==> src/rtl/pipe_regfile.sv <==
// pipe_regfile: parametrised GPR file with two combinational read ports,
// two synchronous write ports (A = ALU writeback, B = load writeback) and a
// per-register busy scoreboard used by the pipeline controller for RAW
// hazard detection. Port B has priority when both ports hit one register.
// Optional feature macro: PIPE_REGFILE_BYPASS_EN (write-to-read forwarding
// of data and busy-clear into the same cycle).
// There is no handshake: every input is sampled on each rising clock edge,
// and the enables qualify it.
module pipe_regfile #(
    parameter int DATA_W   = 32,
    parameter int ADDR_W   = 5,
    parameter int ZERO_REG = 1
) (
    input  logic              clk,
    input  logic              rst,
    input  logic [ADDR_W-1:0] ra1,
    input  logic [ADDR_W-1:0] ra2,
    output logic [DATA_W-1:0] rd1,
    output logic [DATA_W-1:0] rd2,
    output logic              busy1,
    output logic              busy2,
    input  logic              wa_en,
    input  logic [ADDR_W-1:0] wa_addr,
    input  logic [DATA_W-1:0] wa_data,
    input  logic              wb_en,
    input  logic [ADDR_W-1:0] wb_addr,
    input  logic [DATA_W-1:0] wb_data,
    input  logic              iss_en,
    input  logic [ADDR_W-1:0] iss_addr,
    output logic [ADDR_W:0]   busy_cnt
);

    localparam int NREG = 1 << ADDR_W;

    logic [DATA_W-1:0] regs_q [NREG];
    logic [DATA_W-1:0] regs_d [NREG];
    logic [NREG-1:0]   sb_q;
    logic [NREG-1:0]   sb_d;
    logic [ADDR_W:0]   cnt_q;
    logic [ADDR_W:0]   cnt_d;
    logic              wa_ok;
    logic              wb_ok;

    // Hard-wired zero register: only when enabled by parameter.
    function automatic logic is_zero(input logic [ADDR_W-1:0] a);
        return (ZERO_REG != 0) && (a == '0);
    endfunction

    // A write is effective unless it targets the hard-wired zero register.
    always_comb begin
        wa_ok = wa_en && !is_zero(wa_addr);
        wb_ok = wb_en && !is_zero(wb_addr);
    end

    // Read data for one port, with optional same-cycle forwarding (B over A).
    function automatic logic [DATA_W-1:0] read_data(input logic [ADDR_W-1:0] ra);
        logic [DATA_W-1:0] v;
        v = regs_q[ra];
`ifdef PIPE_REGFILE_BYPASS_EN
        if (wa_ok && (wa_addr == ra)) v = wa_data;
        if (wb_ok && (wb_addr == ra)) v = wb_data;
`endif
        if (is_zero(ra)) v = '0;
        return v;
    endfunction

    // Busy bit for one port; with forwarding, a completing write hides the
    // bit unless a new producer is issued to the same register this cycle.
    function automatic logic read_busy(input logic [ADDR_W-1:0] ra);
        logic b;
        b = sb_q[ra];
`ifdef PIPE_REGFILE_BYPASS_EN
        if (((wa_en && (wa_addr == ra)) || (wb_en && (wb_addr == ra))) &&
            !(iss_en && (iss_addr == ra)))
            b = 1'b0;
`endif
        if (is_zero(ra)) b = 1'b0;
        return b;
    endfunction

    // Next-state storage: port A first so port B overrides on a collision.
    always_comb begin
        regs_d = regs_q;
        if (wa_ok) regs_d[wa_addr] = wa_data;
        if (wb_ok) regs_d[wb_addr] = wb_data;
    end

    // Next-state scoreboard: completions clear, then issue sets (set wins).
    always_comb begin
        sb_d = sb_q;
        if (wa_en)  sb_d[wa_addr]  = 1'b0;
        if (wb_en)  sb_d[wb_addr]  = 1'b0;
        if (iss_en) sb_d[iss_addr] = 1'b1;
        if (ZERO_REG != 0) sb_d[0] = 1'b0;
    end

    // Popcount of the next scoreboard so busy_cnt lines up with the bits.
    always_comb begin
        cnt_d = '0;
        for (int i = 0; i < NREG; i++) begin
            cnt_d = cnt_d + (ADDR_W+1)'(sb_d[i]);
        end
    end

    // Storage flops, cleared asynchronously by reset.
    always_ff @(posedge clk or posedge rst) begin
        if (rst) begin
            for (int i = 0; i < NREG; i++) begin
                regs_q[i] <= '0;
            end
        end else begin
            regs_q <= regs_d;
        end
    end

    // Scoreboard and busy counter registers.
    always_ff @(posedge clk or posedge rst) begin
        if (rst) begin
            sb_q  <= '0;
            cnt_q <= '0;
        end else begin
            sb_q  <= sb_d;
            cnt_q <= cnt_d;
        end
    end

    // Read ports; forced to zero while reset is held so forwarding is masked.
    always_comb begin
        rd1   = '0;
        rd2   = '0;
        busy1 = 1'b0;
        busy2 = 1'b0;
        if (!rst) begin
            rd1   = read_data(ra1);
            rd2   = read_data(ra2);
            busy1 = read_busy(ra1);
            busy2 = read_busy(ra2);
        end
    end

    assign busy_cnt = cnt_q;

endmodule

==> config.mk <==
export PLATFORM = sky130hd
export DESIGN_NAME = pipe_regfile
export DESIGN_NICKNAME = d
export VERILOG_FILES = /design/src/rtl/pipe_regfile.sv
export SDC_FILE = /design/constraint.sdc
export NUM_CORES = 2
export LEC_CHECK = 0
export BUFFER_PORTS_ARGS = -buffer_cell sky130_fd_sc_hd__buf_2
export CORE_MARGIN = 2
export CORE_UTILIZATION = 45
export DETAILED_ROUTE_END_ITERATION = 16
export GPL_TIMING_DRIVEN = 0
export PLACE_DENSITY_LB_ADDON = 0.25
export SYNTH_ARGS = -nofsm -noshare
export SYNTH_HDL_FRONTEND = slang
export SYNTH_SLANG_ARGS = --single-unit
export TNS_END_PERCENT = 10
==> constraint.sdc <==
create_clock -name clk -period 69.8 [get_ports clk]
set_clock_uncertainty 0.05 [all_clocks]
set_input_delay 17.45 -clock clk [delete_from_list [all_inputs] [get_ports clk]]
set_output_delay 17.45 -clock clk [all_outputs]
set_load 0.02 [all_outputs]
======== After elaboration in Yosys (flattened, before gate mapping) ========
Index checks and enable logic that the tools add are counted.
cells by class
  add/sub/neg operators ................... 30
  $lt $le $gt $ge ......................... 14
  muxes and demuxes ....................... 35
  bitwise gates (word level) .............. 9
  reductions and logical operators ........ 13
operators with widths
  operator                                                                number
  1024-bit bitwise mux                                                    2
  1024-bit 2-to-1 mux                                                     2
  32-bit 2-to-1 mux                                                       13
  32-bit binary-select mux with 5-bit select                              2
  32-bit demux with 5-bit select                                          2
  6-bit by 1-bit adder with 6-bit output                                  25
  32-bit AND                                                              2
  32-bit inverter                                                         2
  32-bit bitwise OR                                                       1
  5-bit by 6-bit < comparator with 1-bit output (second input constant)   5
  6-bit >= comparator (second input constant)                             4
  5-bit inverter with 6-bit output                                        4
  5-bit logical NOT                                                       4
  1-bit demux with 5-bit select                                           3
  5-bit by 1-bit >= comparator with 1-bit output (second input constant)  3
  6-bit by 1-bit < comparator with 1-bit output (second input constant)   2
  1-bit binary-select mux with 5-bit select                               2
  1-bit 2-to-1 mux                                                        9
  1-bit logical AND                                                       7
  5-bit by 1-bit adder with 6-bit output                                  1
  4-bit by 1-bit adder with 5-bit output                                  1
  3-bit by 1-bit adder with 4-bit output                                  1
  2-bit by 1-bit adder with 3-bit output                                  1
  1-bit by 1-bit adder with 2-bit output                                  1
  1-bit logical NOT                                                       2
word-level totals
  register bits ........................... 1,061
  input port bits ......................... 94
  output and inout bits ................... 72

======== Depth between registers and ports, before layout ========
  depth after elaboration ................. 41
  mapped depth ............................ 23

======== Worst setup path after synthesis ========
No wires, ideal clock.
  kind .................................... input -> output
  start point ............................. input rst
  end point ............................... output rd1[10]
  arrival ................................. 42,878 ps
  required time ........................... 52,300 ps
  slack ................................... 9,422 ps
  stages on the path ...................... 7
  path buffers ............................ 3
  cells stage by stage .................... buf_2 inv_1 and4_1 buf_1 clkbuf_1 a22oi_1 nand4_1
between the ends
  longest elaborated chain between the ends .. 1
RTL lines
  what               RTL line  source
  start, declared    15        input logic rst,
  32-bit 2-to-1 mux  133       if (!rst) begin
  end, declared      18        output logic [DATA_W-1:0] rd1,
No other way between the ends.

======== Worst setup path after layout ========
  start point ............................. input rst
  end point ............................... output rd2[5]
between the ends
  longest elaborated chain between the ends .. 1
RTL lines
  what               RTL line  source
  32-bit 2-to-1 mux  133
  end, declared      19        output logic [DATA_W-1:0] rd2,
No other way between the ends.

==> impl_results.rst <==
.. list-table::
   :header-rows: 1

   * - Metric
     - Value
   * - Via count of the routed design
     - 61065
   * - Global-route usage over all layers
     - around 45%
   * - H-tree level count
     - 4
   * - Portion of the post-synthesis area used by sequential elements
     - around two fifths
   * - Pin count of the biggest net entering global routing
     - between 100 and 150
   * - Overflow after GRT
     - 0
   * - Fin. max-slew vios
     - 19
   * - Required time of the critical path
     - approximately 52 ns
   * - Slowest cell delay on critical path
     - 0.74 ns
   * - Cells along the critical path
     - buf_2 -> buf_2 -> inv_8 -> buf_16 -> buf_16 -> buf_16 -> and4_1 -> buf_1 -> clkbuf_1 -> a22oi_1 -> nand4_1 -> buf_2
   * - Count of instances resized after the clock tree is built
     - 0
   * - Number of iterations in the first detailed-routing pass
     - 10
   * - CORE AREA
     - 0.1454 mm²
   * - Cell with the largest stage delay on the worst path
     - sky130_fd_sc_hd__buf_1
   * - Cells after synthesis
     - roughly 6600
   * - HPWL after DPL
     - ~270 mm
   * - Worst rel slew slack
     - -8.701%
   * - Final setup vio count
     - 0
   * - Layout cells sized above 1
     - around 16%
   * - Startpoint type of the worst setup path
     - input pin
   * - Status
     - finished, violations left
   * - Routability congestion estimate from global placement
     - ~1.1
   * - Height of the die
     - 386.2 µm
   * - Proportion of synthesized flip-flops having asynchronous set or reset
     - between 90% and 100%
   * - Ys flop type
     - sky130_fd_sc_hd__dfrtp_1
   * - Proportion of netlist area held by the largest area contributor
     - 40.38%
   * - Slew at the pin closest to its max-slew limit
     - roughly 1.6 ns
   * - Number of hold buffers added after cts
     - 0
   * - Fmax
     - between 0.02 and 0.03 GHz
   * - Maximum Capacitance Violations
     - 4
   * - Crit share post-route
     - about 57%
   * - Setup WS post-layout
     - just under 30 ns
   * - Num CTS Buffers
     - around 130
   * - Maximum fanout encountered on the critical timing path
     - 113
   * - FF+latch count, synth
     - 1061
   * - Post-route DRC
     - 0
   * - Combinational Power Share
     - a little under a third
   * - Final critical delay including setup and external delays
     - around 40 ns
   * - Signed area change from the synthesized netlist to the final layout
     - 12.00%
   * - Failing checks
     - max-capacitance violations, max-slew violations
   * - Hold Violations, Final
     - 0
   * - TritonCTS sink count
     - roughly 1100
   * - Leakage component of the power
     - about 33 nW
   * - Standard-cell row count
     - 140
   * - Worst min path class
     - flip-flop to flip-flop
   * - Source-to-sink clock delay at the later pin of the worst-skew pair
     - between 0.8 and 0.9 ns
   * - DIE WIDTH
     - between 300 and 400 µm
   * - TritonCTS clock tree
     - done
   * - Synth top area cells
     - sky130_fd_sc_hd__dfrtp_1 (40%), sky130_fd_sc_hd__mux2i_1 (14%), sky130_fd_sc_hd__mux4_2 (13%), sky130_fd_sc_hd__nand2_1 (5.6%), sky130_fd_sc_hd__a21oi_1 (3.5%)
   * - Post-Place Setup Slack
     - 29.98 ns
   * - Violation count after the first detailed-route iteration
     - slightly above 9000
   * - Drt wl/cell
     - 38.02 µm
   * - Setup crit end kind
     - output port
   * - Initial antenna violation count
     - 29
   * - Critical path class
     - input pin to output port
   * - Yosys Warn Count
     - 0
   * - Clock-pin slew on the worst setup and hold paths
     - roughly 0.060 ns
   * - Synth cell types
     - 57
   * - Via count of the first global-routing pass
     - 58016
   * - Reported net switching power
     - between 0.0008 and 0.0009 W
   * - Final #Nets
     - between 7000 and 8000
   * - Wire length of the first global-routing pass
     - between 400 and 500 mm
   * - Largest area contributor in the netlist
     - sky130_fd_sc_hd__dfrtp_1
   * - Top-level I/O count
     - between 150 and 200
   * - Cell Area, Synth
     - 0.06575 mm²
   * - PwrDens
     - approximately 32 mW/mm²
   * - Number of nets still failing antenna checks after routing
     - 0
   * - Total die area
     - between 0.1 and 0.15 mm²
   * - Setup repair after global routing missed its margin
     - no
   * - Design internal power
     - 0.001520 W
   * - Clock network fraction of total power
     - roughly 30%
   * - Reg power frac
     - between 30% and 40%
   * - Number of synthesized flops with an enable pin
     - 0
   * - Number of buffers inserted by post-CTS setup repair
     - 0
   * - Worst IR drop on VDD
     - roughly 63 µV
   * - Data arrival time at the worst-slack endpoint
     - between 20 and 25 ns
   * - Starting density of the core
     - around 45%
   * - Root Driver
     - sky130_fd_sc_hd__clkbuf_16
   * - Maximum buffer depth of the clock tree
     - 3
   * - Most instantiated library cell after synthesis
     - sky130_fd_sc_hd__dfrtp_1
   * - Net switching share of the total power
     - between 30% and 40%
   * - Number of input and output port buffers inserted
     - approximately 160
   * - Final routed wirelength across all metal layers
     - approximately 340 mm
   * - Commonest cells post-synth
     - sky130_fd_sc_hd__dfrtp_1 (1061), sky130_fd_sc_hd__nand2_1 (976), sky130_fd_sc_hd__mux2i_1 (894), sky130_fd_sc_hd__nor2_1 (532), sky130_fd_sc_hd__a21oi_1 (461)
   * - Post-Synthesis Mean Instance Area
     - approximately 10 µm²
   * - Syn nets
     - 6729
   * - Smallest hold slack
     - 0.4274 ns
   * - Vias per Instance
     - around 6.8
final cells by class:
type                            instances  area (µm²)
Antenna cell                           10       25.02
Buffer                                806        3567
Clock buffer                          189        3851
Clock inverter                         46       536.8
Fill cell                           13604       71750
Inverter                               44       172.7
Multi-Input combinational cell       4694       35470
Sequential cell                      1061       26550
Tap cell                             1917        2399
Timing Repair Buffer                  168        1066
registers in the layout (all words and copies together) (netlist names):
signal and count:
busy_cnt 6, regs_q 1024, sb_q 31
worst max-delay path: cells and delay by family:
kind                   cells  cell delay [ns]
buffers and inverters      9             3.59
AND/OR/NAND/NOR            2             0.79
AO/OA/AOI/OAI              1             0.36
logic make-up (layout without fill, tap and decap cells):
logic type	Yosys count	in the layout	share of synthesized area (%)
flops	1061	1061	40.38
other cells	0	10	0
buf+inv	850	1253	5.675
xor+xnor	3	3	0.03997
mux	1288	1288	27.07
fa+ha+maj	30	30	0.8335
simple gates	1821	1821	11.80
compound gates	1552	1552	14.20
final timing paths:
path                       slack [ns]           end  cells after the start    startpoint
max                             29.82        rd2[5]                     12           rst
min                              0.43  regs_q[1016]                      1  regs_q[1016]
max reg2reg                     64.23   busy_cnt[4]                     17      sb_q[16]
min reg2reg                      0.43  regs_q[1016]                      1  regs_q[1016]
max in group asynchronous       50.26   regs_q[329]                      7           rst
min in group asynchronous       16.91   regs_q[992]                      3           rst
through the flow:
step	total power (W)	setup TNS, ns	instances	utilization [%]	instance area [µm²]
floorplan	0.001367	0	6605	-	65750
global placement	0.001613	-233.58	8680	47.41	68930
detailed placement	0.001638	0	8690	47.61	69220
CTS	0.002344	0	8925	50.63	73610
global route	0.002471	0	8926	50.63	73610
finish	0.002385	0	8935	50.65	73640
power by group through the flow:
stage	registers (W)	clock network [W]	logic, W
after floorplan	0.000870	0	0.000497
after global placement	0.000914	0	0.000699
after detailed placement	0.000922	0	0.000716
after CTS	0.000913	0.000714	0.000716
after global routing	0.000938	0.000741	0.000793
final	0.000926	0.000718	0.000740
routing by layer:
layer	up-vias	GRT usage (%)	part of all wire, %
li1	24690	-	-
met1	31149	61.10	40
met2	4462	61.79	40
met3	740	18.71	14
met4	24	21.64	5.5
met5	-	0.7147	0.086
cells in the final DEF (no fill, tap or decap), types with 66 or more instances in the layout:
| cell type | instances |
|---|---|
| sky130_fd_sc_hd__a21oi_1 | 461 |
| sky130_fd_sc_hd__a22oi_1 | 198 |
| sky130_fd_sc_hd__a31oi_1 | 188 |
| sky130_fd_sc_hd__a32oi_1 | 188 |
| sky130_fd_sc_hd__and3_1 | 70 |
| sky130_fd_sc_hd__buf_2 | 391 |
| sky130_fd_sc_hd__clkbuf_1 | 480 |
| sky130_fd_sc_hd__clkbuf_16 | 135 |
| sky130_fd_sc_hd__dfrtp_1 | 1061 |
| sky130_fd_sc_hd__mux2i_1 | 894 |
| sky130_fd_sc_hd__mux4_2 | 392 |
| sky130_fd_sc_hd__nand2_1 | 976 |
| sky130_fd_sc_hd__nand3_1 | 68 |
| sky130_fd_sc_hd__nand4_1 | 66 |
| sky130_fd_sc_hd__nor2_1 | 532 |
| sky130_fd_sc_hd__o21ai_0 | 442 |
(Power assumes the default switching activity.)
